### src/rtl/calc_key_controller.sv
// calc_key_controller: keypad sync/debounce, digit accumulation and
// operand/operator sequencing for the calculator register file.
module calc_key_controller #(
  parameter int N               = 32,
  parameter int DEBOUNCE_CYCLES = 16
) (
  input  logic         clk,
  input  logic         reset,
  input  logic         key_valid,
  input  logic [3:0]   rawKey,
  input  logic [N-1:0] r0,
  input  logic [N-1:0] r1,
  input  logic [N-1:0] alu_result,
  output logic [N-1:0] r_in,
  output logic [3:0]   we,
  output logic         bp,
  output logic         dis_mux_sig,
  output logic [2:0]   mem_reset,
  output logic         busy
);

  typedef enum logic [1:0] {
    PH_IDLE, PH_PRESS, PH_EXEC, PH_DISP
  } phase_t;

  typedef enum logic [1:0] {
    ENTRY_A, ENTRY_B, RESULT
  } seq_t;

  localparam int CW = $clog2(DEBOUNCE_CYCLES + 1);
  localparam logic [CW-1:0] CMAX = CW'(DEBOUNCE_CYCLES - 1);

  logic          r_kv_s1, r_kv_s2;
  logic [3:0]    r_key_s1, r_key_s2;
  logic          r_db;
  logic [CW-1:0] r_cnt;
  logic [3:0]    r_key_q;
  phase_t        r_ph;
  seq_t          r_seq;
  logic          r_chain;

  phase_t        w_ph_n;
  seq_t          w_seq_n;
  logic          w_chain_n;
  logic [N-1:0]  w_rin_n;
  logic [3:0]    w_we_n;
  logic          w_bp_n;
  logic [2:0]    w_mr_n;
  logic          w_dis_n;
  logic          w_busy_n;

  logic          w_mis, w_flip, w_acc;
  logic          w_dig, w_op, w_eq, w_clr;
  logic [N-1:0]  w_dval, w_mac0, w_mac1;

  assign w_mis  = (r_kv_s2 != r_db);
  assign w_flip = w_mis && (r_cnt == CMAX);
  // Only a rising flip while idle becomes a press; busy presses vanish.
  assign w_acc  = w_flip && !r_db && (r_ph == PH_IDLE);

  assign w_dig  = (r_key_q <= 4'h9);
  assign w_op   = (r_key_q >= 4'hA) && (r_key_q <= 4'hD);
  assign w_eq   = (r_key_q == 4'hE);
  assign w_clr  = (r_key_q == 4'hF);

  assign w_dval = N'(r_key_q);
  assign w_mac0 = (r0 << 3) + (r0 << 1) + w_dval;
  assign w_mac1 = (r1 << 3) + (r1 << 1) + w_dval;

  always_comb begin
    w_ph_n    = r_ph;
    w_seq_n   = r_seq;
    w_chain_n = r_chain;
    w_rin_n   = '0;
    w_we_n    = '0;
    w_bp_n    = 1'b0;
    w_mr_n    = '0;
    w_dis_n   = dis_mux_sig;
    w_busy_n  = busy;
    unique case (r_ph)
      PH_IDLE: begin
        w_busy_n = 1'b0;
        if (w_acc) begin
          w_ph_n   = PH_PRESS;
          w_bp_n   = 1'b1;
          w_busy_n = 1'b1;
        end
      end
      PH_PRESS: begin
        w_ph_n    = PH_EXEC;
        w_busy_n  = 1'b1;
        w_chain_n = 1'b0;
        unique case (1'b1)
          w_dig: begin
            case (r_seq)
              ENTRY_A: begin
                w_rin_n = w_mac0;
                w_we_n  = 4'b0001;
              end
              ENTRY_B: begin
                w_rin_n = w_mac1;
                w_we_n  = 4'b0010;
              end
              default: begin
                w_rin_n = w_dval;
                w_we_n  = 4'b0001;
                w_seq_n = ENTRY_A;
              end
            endcase
          end
          w_op: begin
            if (r_seq == ENTRY_B) begin
              // r0 and last_op share an edge: ALU still sees old op
              w_rin_n   = alu_result;
              w_we_n    = 4'b1001;
              w_chain_n = 1'b1;
            end else begin
              w_we_n  = 4'b1000;
              w_mr_n  = 3'b010;
              w_seq_n = ENTRY_B;
            end
          end
          w_eq: begin
            if (r_seq == ENTRY_B) begin
              w_rin_n = alu_result;
              w_we_n  = 4'b0001;
              w_seq_n = RESULT;
            end
          end
          w_clr: begin
            w_mr_n  = 3'b111;
            w_seq_n = ENTRY_A;
          end
          default: ;
        endcase
      end
      PH_EXEC: begin
        w_ph_n   = PH_DISP;
        w_busy_n = 1'b1;
        w_we_n   = 4'b0100;
        w_mr_n   = {1'b0, r_chain, 1'b0};
        w_dis_n  = w_dig && (r_seq == ENTRY_B);
      end
      PH_DISP: begin
        w_ph_n   = PH_IDLE;
        w_busy_n = 1'b0;
      end
      default: w_ph_n = PH_IDLE;
    endcase
  end

  always_ff @(posedge clk or negedge reset) begin
    if (!reset) begin
      r_kv_s1     <= 1'b0;
      r_kv_s2     <= 1'b0;
      r_key_s1    <= '0;
      r_key_s2    <= '0;
      r_db        <= 1'b0;
      r_cnt       <= '0;
      r_key_q     <= '0;
      r_ph        <= PH_IDLE;
      r_seq       <= ENTRY_A;
      r_chain     <= 1'b0;
      r_in        <= '0;
      we          <= '0;
      bp          <= 1'b0;
      mem_reset   <= 3'b111;
      dis_mux_sig <= 1'b0;
      busy        <= 1'b0;
    end else begin
      r_kv_s1  <= key_valid;
      r_kv_s2  <= r_kv_s1;
      r_key_s1 <= rawKey;
      r_key_s2 <= r_key_s1;
      if (w_mis) begin
        if (w_flip) begin
          r_db  <= ~r_db;
          r_cnt <= '0;
        end else begin
          r_cnt <= r_cnt + 1'b1;
        end
      end else begin
        r_cnt <= '0;
      end
      if (w_acc) r_key_q <= r_key_s2;
      r_ph        <= w_ph_n;
      r_seq       <= w_seq_n;
      r_chain     <= w_chain_n;
      r_in        <= w_rin_n;
      we          <= w_we_n;
      bp          <= w_bp_n;
      mem_reset   <= w_mr_n;
      dis_mux_sig <= w_dis_n;
      busy        <= w_busy_n;
    end
  end

endmodule

### config.mk
export PLATFORM = sky130hd
export DESIGN_NAME = calc_key_controller
export DESIGN_NICKNAME = d
export VERILOG_FILES = /design/src/rtl/calc_key_controller.sv
export SDC_FILE = /design/constraint.sdc
export NUM_CORES = 1
export LEC_CHECK = 0
export CAP_MARGIN = 20
export CORE_UTILIZATION = 29
export CTS_CLUSTER_DIAMETER = 100
export DETAILED_ROUTE_END_ITERATION = 12
export GPL_TIMING_DRIVEN = 0
export PLACE_DENSITY = 0.58
export SYNTH_ARGS = -nofsm -noshare
export SYNTH_HDL_FRONTEND = slang
export SYNTH_SLANG_ARGS = --single-unit
export TNS_END_PERCENT = 20
### constraint.sdc
create_clock -name clk -period 4.5 [get_ports clk]
set_input_delay 0.675 -clock clk [delete_from_list [all_inputs] [get_ports clk]]
set_output_delay 0.675 -clock clk [all_outputs]
set_load 0.005 [all_outputs]
==> results of run 1 <==
-- power groups by stage --
stage | clock [mW] | sequential, mW | combinational (mW)
CTS | 0.801 | 0.763 | 1.32
finish | 0.782 | 0.762 | 1.32
floorplan | 0 | 0.769 | 0.741
global route | 0.821 | 0.772 | 1.45
detailed placement | 0 | 0.771 | 1.31
global placement | 0 | 0.776 | 1.30
-- synth_stat cells (all sizes together) (10+ instances only) --
| library cell | count |
|---|---|
| ha | 121 |
| nand2 | 91 |
| dfrtp | 64 |
| a21oi | 62 |
| o21ai | 59 |
| nor2 | 55 |
| nand3 | 25 |
| xnor2 | 24 |
| xor2 | 24 |
| a21o | 22 |
| inv | 22 |
| a22oi | 17 |
| nor3 | 13 |
| and3 | 12 |
| a211oi | 11 |
| clkbuf | 11 |
| buf | 10 |
-- cell families after synthesis --
| logic type | after synthesis | synth area share |
|---|---|---|
| adders and majority gates | 125 | 0.238 |
| xor gates and xnor gates | 48 | 0.0627 |
| buffers and inverters | 43 | 0.0304 |
| DFF | 66 | 0.247 |
| muxes | 8 | 0.0125 |
| AOI/OAI and AO/OA | 240 | 0.246 |
| and+or+nand+nor | 239 | 0.164 |
-- flip-flops by register name, summed over array words and instances, names as in the netlist --
signal,count
r_db,1
r_chain,1
busy,1
r_kv_s2,1
dis_mux_sig,1
r_key_s2,4
we,4
r_seq,2
r_cnt,5
r_ph,2
r_kv_s1,1
r_key_q,4
bp,1
r_in,32
mem_reset,2
r_key_s1,4
-- cell type report --
cell class / count / area (um^2)
repair buffers: 142 / 1420
well taps: 285 / 357
clock inverters: 7 / 100
diodes: 1 / 2.50
clock buffers: 9 / 225
plain buffers: 21 / 121
multi-input cells: 660 / 4850
inverters: 22 / 82.6
fillers: 2298 / 13800
flip-flops and latches: 66 / 1650
-- final timing paths --
| path | to | slack (ns) | startpoint |
|---|---|---|---|
| max | r_in[24] | 0.54 | r0[2] |
| min | r_key_s2[2] | 0.36 | r_key_s1[2] |
| max reg2reg | r_in[27] | 0.94 | r_key_q[3] |
| min reg2reg | r_key_s2[2] | 0.36 | r_key_s1[2] |
| max in group asynchronous | r_cnt[3] | 3.49 | reset |
| min in group asynchronous | r_key_q[3] | 0.44 | reset |
-- per-layer routing --
layer,global-route usage,part of all wire,wire length [um],up-vias
met3,0.0324,0.046,944,18
met1,0.241,0.48,10000,2952
li1,-,-,-,3177
met4,0.0414,0.013,274,0
met2,0.294,0.46,9500,150
met5,0,0,0,-
==> key figures, run 1 <==
Status
  – Status: finished, final reports clean

Power and ir drop
  – Clock share of power: 0.273
  – Static leakage: 4.02 nW
  – Maximum vdd ir drop: 0.227 mV
  – Seq pwr share: 0.267
  – Internal power: 1.82 mW
  – Total power: 2.86 mW
  – Logic pwr share: 0.460
  – Pwr Density: 324 nW/um^2
  – Sw frac: 0.365
  – Switching power: 1.04 mW

Clock network
  – Post-CTS Setup Bufs: 0
  – H-tree depth: 3
  – Hold-fix buffers at CTS: 0
  – CTS tree: done
  – CTS Buf Count: 9
  – Clock Sink Count: 66
  – CTS clk-pin slew, worst paths: 0.06 ns
  – Resized cells post-CTS: 0
  – Max Root-Sink Buffers: 2
  – Clock Latency Late Sink: 0.35 ns
  – Root Buffer: clkbuf_16

STA
  – Period utilization: 0.880
  – Worst slew pin tran: 0.861 ns
  – Setup WS post-layout: 0.542 ns
  – Slew Viols, Final: 0
  – Final setup viols: 0
  – Max Freq: 253 MHz
  – Fin Clk Skew: 0.0143 ns
  – Fin crit period: 3.96 ns
  – Final setup TNS: 0 ns
  – RSZ-0062 raised after global routing: no
  – Rel. slew slack: 0.426
  – Hold slack: 0.356 ns
  – Final Hold Viols: 0

Finish
  – Fin cells: 1213
  – Commonest non-fill, non-tap cell in the layout: clkdlybuf4s50_1
  – Area Growth Syn to Fin: 31.4%
  – Final Instance Area: 8810 um^2
  – Final #Nets: 1150
  – Layout cell share with drive strength beyond 1: 0.0550
  – Final core utilization: 0.389
  – Most frequent cells in the layout: 141 x clkdlybuf4s50_1, 121 x ha_1, 91 x nand2_1

Drt
  – Routed WL per cell: 17.1 um
  – # DRC: 0
  – Routed wire length: 20700 um
  – First-pass DRT Iterations: 4
  – DRT iter0 DRCs: 246
  – Via count: 6297
  – Vias per cell: 5.19
  – ANT nets after route: 0

Logic synthesis
  – Ys flop type: dfrtp_1
  – Synth top area cells: dfrtp_1 24%, ha_1 23%, nand2_1 5.1%
  – Synth Cell Area: 6710 um^2
  – #FFs+latches synth: 66
  – EDFF count, synth: 0
  – Top cell type's share of synthesized area: 0.239
  – Post-synth ARST share: 1.00
  – Yosys warns: 0
  – Count of different cell masters after synthesis: 73
  – Largest area contributor in the netlist: dfrtp_1
  – Net count after synthesis: 997
  – Sequential area share after synthesis: 0.247
  – Syn Inst Count: 769
  – Synth Area per Inst: 8.72 um^2

Floorplanning
  – Core area: 22600 um^2
  – Die width: 154 um
  – IO Count: 145
  – Die area: 23700 um^2
  – Rows: 55
  – Initial core utilization: 0.296
  – Height of the die: 154 um

Placement
  – Post-DP HPWL: 17000 um
  – Placed cell areas: 8480 um^2
  – Post-Place Setup Slack: 0.185 ns
  – GPL Wtd Cong: 0.881
  – IO Port Bufs: 142
  – Placed cell count: 1196

Hold path
  – Hold depth: 0
  – Min-Delay Path Class: reg2reg

Critical path
  – CP Class: in2reg
  – R2r worst-path depth: 12
  – Delay-heaviest family, CP: compound AO/OA/AOI/OAI gates
  – Max incr delay on CP: 0.53 ns
  – Worst path depth: 13
  – Slowest cell on crit path: clkdlybuf4s50_1
  – CP bufs+invs: 3
  – Critical path launch point type: primary input
  – Critical Path End Type: register
  – Data arrival, critical path: 4.19 ns
  – Critical path data required time: 4.73 ns
  – Critical Path Fanout Max: 4
  – CP cell instances: clkdlybuf4s50_1 > inv_1 > fa_1 > inv_1 > fa_1 > a21o_1 > a221oi_2 > o211a_4 > o21ai_4 > a21boi_2 > o31a_1 > nor3_1 > or3_1

GRT
  – Largest net degree at the start of global routing: 67
  – Initial antenna violation count: 1
  – Overflow after GRT: 0
  – Vias in the first global route: 6304
  – First-pass GRT wire length: 33300 um
  – GRT Total Usage: 0.178

Job
  – Max Cap Viol: 0
No activity file was read; power rests on OpenSTA's default activity.
==> run 2: changes to the inputs <==
--- a/config.mk
+++ b/config.mk
@@ -8,6 +8,7 @@
 export CAP_MARGIN = 20
 export CORE_UTILIZATION = 29
 export CTS_CLUSTER_DIAMETER = 100
+export CTS_CLUSTER_SIZE = 14
 export DETAILED_ROUTE_END_ITERATION = 12
 export GPL_TIMING_DRIVEN = 0
 export PLACE_DENSITY = 0.58
==> results of run 2 <==
No change in the layout: final DEF, timing and power equal those of run 1.
==> run 3: changes to the inputs <==
--- a/config.mk
+++ b/config.mk
@@ -8,7 +8,7 @@
 export CAP_MARGIN = 20
 export CORE_UTILIZATION = 29
 export CTS_CLUSTER_DIAMETER = 100
-export CTS_CLUSTER_SIZE = 14
+export CTS_CLUSTER_SIZE = 12
 export DETAILED_ROUTE_END_ITERATION = 12
 export GPL_TIMING_DRIVEN = 0
 export PLACE_DENSITY = 0.58
==> results of run 3 <==
No change in the layout: final DEF, timing and power equal those of run 1.
